**src/rtl/counter_sweep_ctrl.sv**
```systemverilog
// Sweep controller for an external up/down counter: clears it, then runs `cycles`
// triangle sweeps 0..limit..1 while checking the counter's feedback every cycle.
module counter_sweep_ctrl #(
    parameter int WIDTH = 4
) (
    input  logic             clk,
    input  logic             reset,
    input  logic             start,
    input  logic             abort,
    input  logic [WIDTH-1:0] limit,
    input  logic [WIDTH-1:0] cycles,
    input  logic [WIDTH-1:0] count,
    output logic             cnt_enable,
    output logic             cnt_dir,
    output logic             cnt_clear,
    output logic             busy,
    output logic             done,
    output logic             error,
    output logic [WIDTH-1:0] sweeps_done
);

    typedef enum logic [2:0] {
        S_IDLE,
        S_CLEAR,
        S_UP,
        S_DOWN,
        S_FIN
    } state_t;

    localparam logic [WIDTH-1:0] ONE = WIDTH'(1);

    state_t           r_state;
    logic [WIDTH-1:0] r_expected;
    logic [WIDTH-1:0] r_limit;
    logic [WIDTH-1:0] r_cycles;
    logic [WIDTH-1:0] r_sweeps;
    logic             r_error;
    logic             r_hold;
    logic             r_cnt_enable;
    logic             r_cnt_dir;
    logic             r_cnt_clear;
    logic             r_busy;
    logic             r_done;

    state_t           w_state_next;
    logic [WIDTH-1:0] w_expected_next;
    logic [WIDTH-1:0] w_limit_next;
    logic [WIDTH-1:0] w_cycles_next;
    logic [WIDTH-1:0] w_sweeps_next;
    logic [WIDTH-1:0] w_sweeps_inc;
    logic             w_error_next;
    logic             w_hold_next;
    logic             w_mismatch;

    assign w_sweeps_inc = r_sweeps + ONE;
    assign w_mismatch   = (count != r_expected);

    always_comb begin
        w_state_next    = r_state;
        w_expected_next = r_expected;
        w_limit_next    = r_limit;
        w_cycles_next   = r_cycles;
        w_sweeps_next   = r_sweeps;
        w_error_next    = r_error;
        w_hold_next     = r_hold;

        if (abort && (r_state != S_IDLE)) begin
            w_state_next = S_IDLE;
            w_hold_next  = 1'b0;
        end else begin
            case (r_state)
                S_IDLE: begin
                    if (start && !abort) begin
                        w_limit_next  = limit;
                        w_cycles_next = cycles;
                        w_error_next  = 1'b0;
                        w_sweeps_next = '0;
                        // Degenerate runs wait one extra FIN cycle so done keeps the 2+2*L*C latency.
                        if ((limit == '0) || (cycles == '0)) begin
                            w_state_next = S_FIN;
                            w_hold_next  = 1'b1;
                        end else begin
                            w_state_next = S_CLEAR;
                        end
                    end
                end
                S_CLEAR: begin
                    w_expected_next = '0;
                    w_state_next    = S_UP;
                end
                S_UP: begin
                    if (w_mismatch) begin
                        w_error_next = 1'b1;
                        w_state_next = S_FIN;
                    end else begin
                        w_expected_next = r_expected + ONE;
                        if (r_expected == (r_limit - ONE)) begin
                            w_state_next = S_DOWN;
                        end
                    end
                end
                S_DOWN: begin
                    if (w_mismatch) begin
                        w_error_next = 1'b1;
                        w_state_next = S_FIN;
                    end else begin
                        w_expected_next = r_expected - ONE;
                        if (r_expected == ONE) begin
                            w_sweeps_next = w_sweeps_inc;
                            w_state_next  = (w_sweeps_inc == r_cycles) ? S_FIN : S_UP;
                        end
                    end
                end
                S_FIN: begin
                    if (r_hold) begin
                        w_hold_next = 1'b0;
                    end else begin
                        w_state_next = S_IDLE;
                    end
                end
                default: begin
                    w_state_next = S_IDLE;
                    w_hold_next  = 1'b0;
                end
            endcase
        end
    end

    always_ff @(posedge clk) begin
        if (!reset) begin
            r_state      <= S_IDLE;
            r_expected   <= '0;
            r_limit      <= '0;
            r_cycles     <= '0;
            r_sweeps     <= '0;
            r_error      <= 1'b0;
            r_hold       <= 1'b0;
            r_cnt_enable <= 1'b0;
            r_cnt_dir    <= 1'b1;
            r_cnt_clear  <= 1'b0;
            r_busy       <= 1'b0;
            r_done       <= 1'b0;
        end else begin
            r_state      <= w_state_next;
            r_expected   <= w_expected_next;
            r_limit      <= w_limit_next;
            r_cycles     <= w_cycles_next;
            r_sweeps     <= w_sweeps_next;
            r_error      <= w_error_next;
            r_hold       <= w_hold_next;
            // Outputs are decoded from the next state so they are registered yet still Moore.
            r_cnt_enable <= (w_state_next == S_UP) || (w_state_next == S_DOWN);
            r_cnt_dir    <= (w_state_next != S_DOWN);
            r_cnt_clear  <= (w_state_next == S_CLEAR);
            r_busy       <= (w_state_next != S_IDLE);
            r_done       <= (w_state_next == S_FIN) && !w_hold_next;
        end
    end

    assign cnt_enable  = r_cnt_enable;
    assign cnt_dir     = r_cnt_dir;
    assign cnt_clear   = r_cnt_clear;
    assign busy        = r_busy;
    assign done        = r_done;
    assign error       = r_error;
    assign sweeps_done = r_sweeps;

endmodule
```
**config.mk**
```make
export PLATFORM = sky130hd
export DESIGN_NAME = counter_sweep_ctrl
export DESIGN_NICKNAME = d
export VERILOG_FILES = /design/src/rtl/counter_sweep_ctrl.sv
export SDC_FILE = /design/constraint.sdc
export NUM_CORES = 1
export LEC_CHECK = 0
export CAP_MARGIN = 20
export CORE_ASPECT_RATIO = 0.75
export CORE_MARGIN = 3
export CORE_UTILIZATION = 54
export CTS_BUF_LIST = sky130_fd_sc_hd__clkbuf_2
export CTS_CLUSTER_DIAMETER = 80
export DETAILED_ROUTE_END_ITERATION = 8
export MAX_ROUTING_LAYER = met4
export PLACE_DENSITY = 0.82
export SETUP_SLACK_MARGIN = 0.5
export SYNTH_ARGS = -nofsm -noshare
export SYNTH_HDL_FRONTEND = slang
export SYNTH_SLANG_ARGS = --single-unit
```
**constraint.sdc**
```tcl
create_clock -name clk -period 2.3 [get_ports clk]
set_input_delay 0.345 -clock clk [delete_from_list [all_inputs] [get_ports clk]]
set_output_delay 0.345 -clock clk [all_outputs]
set_load 0.05 [all_outputs]
```
Yosys cells after proc, flatten, opt, wreduce, memory -nomap -nowiden
Cells that the tools add are included.
- add/subtract/negate cells: 4
- muxes and demuxes: 24
- eq/ne operators: 18
- bitwise gates (word level): 1
- reduce and logical (&&, ||, !) cells: 21
- operator list (cell ; count):
    $mux W3 ; 9
    $mux W4 ; 5
    $pmux W3 S5 ; 1
    $eq A3 B2 Y1 const B ; 4
    $pmux W4 S3 ; 1
    $reduce_bool A3 Y1 ; 3
    $add A4 B1 Y4 const B ; 2
    $eq A4 B4 Y1 ; 2
    $logic_not A4 Y1 ; 2
    $ne A2 B2 Y1 const B ; 4
    $pmux W4 S2 ; 1
    $reduce_and A4 Y1 ; 2
    $sub A4 B1 Y4 const B ; 2
    $eq A3 B1 Y1 const B ; 2
    $eq A3 B3 Y1 const B ; 2
    $mux W1 ; 5
    $reduce_and A5 Y1 ; 1
    $eq A4 B1 Y1 const B ; 1
    $ne A4 B4 Y1 ; 1
    $pmux W1 S2 ; 2
    $reduce_bool A2 Y1 ; 2
    $logic_and A1 B1 Y1 ; 3
    $logic_not A3 Y1 ; 1
    $ne A3 B2 Y1 const B ; 1
    7 further kinds ; 9
- flip-flop bits (word level): 26
- input port bits: 16
- word-level logic and storage cells: 80
- output and inout port bits: 10

Longest topological paths before layout
- depth in word-level cells: 9
- mapped depth: 7
- gate-level depth less buffers: 7

Worst setup path after synthesis
OpenSTA, ideal clock, no wires.
- path kind: reg-to-reg
- start: reg r_expected[1]
- end: reg r_sweeps[3], in the netlist sweeps_done[3]
- stages on the path, launching flop included: 8
- buffers on the path: 0
- clock period less this slack: 2.070 ns
- path slack: 0.230 ns
- library setup time: 0.070 ns
- required time: 2.230 ns
- data arrival time: 2.000 ns
- cells stage by stage: dfxtp_1 > inv_1 > ha_1 > or3b_1 > or3_1 > o2bb2ai_2 > or4_1 > a21boi_1
- cells in the longest elaborated chain, start to end: 3
- elaborated cells on any way between the ends: 5
- those cells by class: eq/ne: 4; reduce/logical: 1
- RTL lines (what ; line ; text):
    start: declaration ; 33 ; logic [WIDTH-1:0] r_expected;
    start signal: assignment ; 145 ; r_expected <= w_expected_next;
    $eq A4 B1 Y1 or $ne A4 B4 Y1 (tied branches) ; 108, 56 ;
    $ne A2 B2 Y1 (no source line) ; - ;
    $reduce_and A5 Y1 (no source line) (*) ; - ;
    end signal: assignment ; 148 ; r_sweeps <= w_sweeps_next;
    end: declaration ; 36 ; logic [WIDTH-1:0] r_sweeps;
Mark *: on every way between the ends. The rest lies on a longest branch, timed or not.
A chain may end at the register's enable or synchronous reset.

Final worst setup path
- start: reg r_expected[1]
- end: reg r_sweeps[2], in the netlist sweeps_done[2]
Same word-level chain as after synthesis.

==> impl_metrics.yaml <==
logic_synthesis:
  syn-instance-count: 161
  synthesis.area_sq_um: 1500
  yosys_register_bits: 26
  synth.distinct_cells: 44
  leading_area_contributor_after_synthesis: "sky130_fd_sc_hd__dfxtp_1"
  synthesis.nets: 182
  ys_seq_area_share_pct: 34.8
  most_used_standard_cells_in_the_synthesized_netlist: "sky130_fd_sc_hd__dfxtp_1, sky130_fd_sc_hd__inv_1, sky130_fd_sc_hd__mux2i_1, sky130_fd_sc_hd__nor2b_1, sky130_fd_sc_hd__nor2_1"
  synth_area_per_cell_sq_um: 9.30
  dominantRegCellSynth: "sky130_fd_sc_hd__dfxtp_1"
  number_of_enable_flip_flop_cells_after_synthesis: 0
  yosys.area.top_type_share_pct: 34.8
  synth_warnings: 0
  synth.most_common_cell: "sky130_fd_sc_hd__dfxtp_1"
  synth_top_cells_by_area: "sky130_fd_sc_hd__dfxtp_1, sky130_fd_sc_hd__mux2i_1, sky130_fd_sc_hd__xor2_1"
  async_flop_share_pct: 0
sta:
  timing_hold_violations_final: 0
  rsz_0062_raised_after_global_routing: "yes"
  worstMarginPinSlew_ns: 0.502
  fin_crit_sh_pct: 91.3
  setup_viol: 0
  final.setup.worst_slack_ns: 0.199
  slew_viol_final: 0
  clock.fmax_ghz: 0.476
  final_min_period_ns: 2.10
  fin_worst_skew_ns: 0.00442
  timing.max_slew.rel_slack_pct: 66.6
  holdWs_ns: 0.550
floorplan:
  die-area_sq_um: 3450
  die_width_um: 66.8
  initial_standard_cell_utilization_of_the_core_pct: 60.9
  core_area_sq_um: 2460
  fp.dieH_um: 51.6
  ioPinCount: 26
  placement_rows: 15
worst_setup_path:
  worstReg2RegStart: "r_expected[1]$_SDFFE_PN0P_"
  reg_to_reg_endpoint: "sweeps_done[2]$_SDFFE_PN0P_"
  setup_slack_reg_to_reg_ns: 0.20
  critical_path.top_delay_family: "simple AND/OR/NAND/NOR gates"
  type_of_element_capturing_the_critical_path: "register"
  cp_num_buf_inv: 1
  worst-endpoint-required_ns: 2.62
  crit_path_max_incr_delay_ns: 0.44
  worst_setup_path_startpoint: "r_expected[1]$_SDFFE_PN0P_"
  cp_max_fo: 5
  path_cells: "inv_4, ha_4, or3b_4, or3_4, o2bb2ai_4, or4_1, a21boi_1"
  cp-start-kind: "register"
  cp_slowest_cell: "sky130_fd_sc_hd__or4_1"
  r2r.worst_path.cells: 7
  timing.critical_path.arrival_ns: 2.42
  critical_path_class: "reg2reg"
grt:
  via_count_of_the_first_global_routing_pass: 1349
  pin_count_of_the_biggest_net_entering_global_routing: 21
  grt.total_usage_pct: 26.9
  antenna_found_initial: 0
  grt_first_pass_wirelength_um: 6610
  grt-ovfl-total: 0
clock_network:
  cts_htree_levels: 1
  clk-insertion-delay-late_ns: 0.37
  clock_buffers_created_by_tritoncts: 3
  cts-root-buf: "sky130_fd_sc_hd__clkbuf_2"
  clkSinkCount: 26
  clock_tree_from_tritoncts: "built"
  path_clk_slew_ns: 0.24
  holdBufCountCts: 0
  cts_max_path_buffers: 2
min_path:
  min_from: "r_expected[3]$_SDFFE_PN0P_"
  min_to: "r_expected[3]$_SDFFE_PN0P_"
  path_category_of_the_worst_min_delay_check: "reg2reg"
  hold_depth: 2
power:
  vdd_ir_drop_max_v: 0.000328
  p_per_area_nw_per_um2: 386
  p_total_w: 0.000817
  leakagePower_nw: 0.925
run:
  max_cap_violations: 0
final_layout:
  syn2layout_area_growth_pct: 41.4
  design.final.nets: 233
  drive_above_1_share_pct: 30.3
  antenna-diode-count: 0
detailed_routing:
  drt-vias-per-instance: 6.04
  ant_nets_after_route: 0
  drc: 0
  wl_per_cell_um: 18.9
  drt_iter0_markers: 112
  dr_total_vias: 1480
  drt_wl_total_um: 4620
  drt_pre_antenna_iters: 5
place:
  gp_congestion: 0.852
  pre_cts_slack_ns: -0.0688
  dp_hpwl_um: 2700
  port_buffers: 25
run_status:
  run_status: "completed"
## final cells by class
class	count	area, sq um
clock buffers	3	15.0
clock inverters	1	3.75
fillers	126	340
inverters	11	43.8
multi-input cells	116	997
flip-flops and latches	26	551
well taps	34	42.5
repair buffers	54	465
## sequential cells by signal (all words and copies together), names as in the netlist, 3 cells and up
name,cells
r_cycles,4
r_expected,4
r_limit,4
sweeps_done,4
r_state,3
## where the power goes
part	leakage [nW]	switching, W	internal [W]	total, W
Sequential	0.218	0.00000958	0.000457	0.000466
Clock	0.0140	0.000140	0.0000377	0.000178
Combinational	0.693	0.0000842	0.0000889	0.000173
## tightest hold or removal path: cells and delay by family, from the launching register on
family | cells | cell delay [ns]
DFF | 1 | 0.41
AOI/OAI and AO/OA | 2 | 0.14
## cell families after synthesis
group	Yosys count	synth area share [%]
simple gates	57	23.9
compound gates	27	13.3
flops	26	34.8
buf+inv	19	6.27
xor+xnor	16	10.3
mux	11	7.35
fa+ha+maj	5	4.18
## placed cells by master (no fill, tap or decap), types with 2 or more instances in the layout
cell,n
sky130_fd_sc_hd__dfxtp_4,7
sky130_fd_sc_hd__o211ai_1,4
sky130_fd_sc_hd__xor2_2,2
sky130_fd_sc_hd__dfxtp_1,16
sky130_fd_sc_hd__or4_4,2
sky130_fd_sc_hd__or3_1,4
sky130_fd_sc_hd__or3b_1,2
sky130_fd_sc_hd__ha_1,3
sky130_fd_sc_hd__nor3_1,4
sky130_fd_sc_hd__xnor2_1,6
sky130_fd_sc_hd__xor2_1,6
sky130_fd_sc_hd__nor2b_1,11
sky130_fd_sc_hd__dlygate4sd2_1,11
sky130_fd_sc_hd__dfxtp_2,3
sky130_fd_sc_hd__and2_1,3
sky130_fd_sc_hd__mux2i_1,11
sky130_fd_sc_hd__nand3_1,3
sky130_fd_sc_hd__nor2_1,9
sky130_fd_sc_hd__clkbuf_2,3
sky130_fd_sc_hd__o21ai_0,5
sky130_fd_sc_hd__clkdlybuf4s50_1,14
sky130_fd_sc_hd__a21boi_2,2
sky130_fd_sc_hd__a21boi_1,4
sky130_fd_sc_hd__nand2_1,4
sky130_fd_sc_hd__ha_4,2
sky130_fd_sc_hd__inv_1,9
sky130_fd_sc_hd__buf_4,26
sky130_fd_sc_hd__a21oi_1,2
sky130_fd_sc_hd__buf_6,3
## worst max-delay path by stage
stage | to | depth (start not counted)
floorplan | cnt_dir$_SDFF_PN1_ | 5
global placement | cnt_dir$_SDFF_PN1_ | 6
detailed placement | cnt_dir$_SDFF_PN1_ | 6
CTS | sweeps_done[3]$_SDFFE_PN0P_ | 7
global route | sweeps_done[2]$_SDFFE_PN0P_ | 7
finish | sweeps_done[2]$_SDFFE_PN0P_ | 7
## per-layer routing
metal | part of all wire, % | track usage, %
met1 | 41 | 31.8
met2 | 47 | 43.1
met3 | 8.4 | 7.78
met4 | 3.7 | 11.1
met5 | 0 | -
## timing repair
item,4_1_cts,5_1_grt
gates resized for setup,32,13
buffers inserted,15,3
setup endpoints to repair,19,15
pin swaps,11,8
## per-stage QoR
stage / instance area, sq um / util [%] / instances / TNS [ns]
global route: 2120 / 86.2 / 245 / 0
global placement: 1860 / 75.6 / 223 / 0
detailed placement: 1860 / 75.6 / 223 / -0.0688
CTS: 2040 / 82.8 / 242 / 0
finish: 2120 / 86.2 / 245 / 0
floorplan: 1540 / - / 161 / 0
No activity file was read; power rests on OpenSTA's default activity.
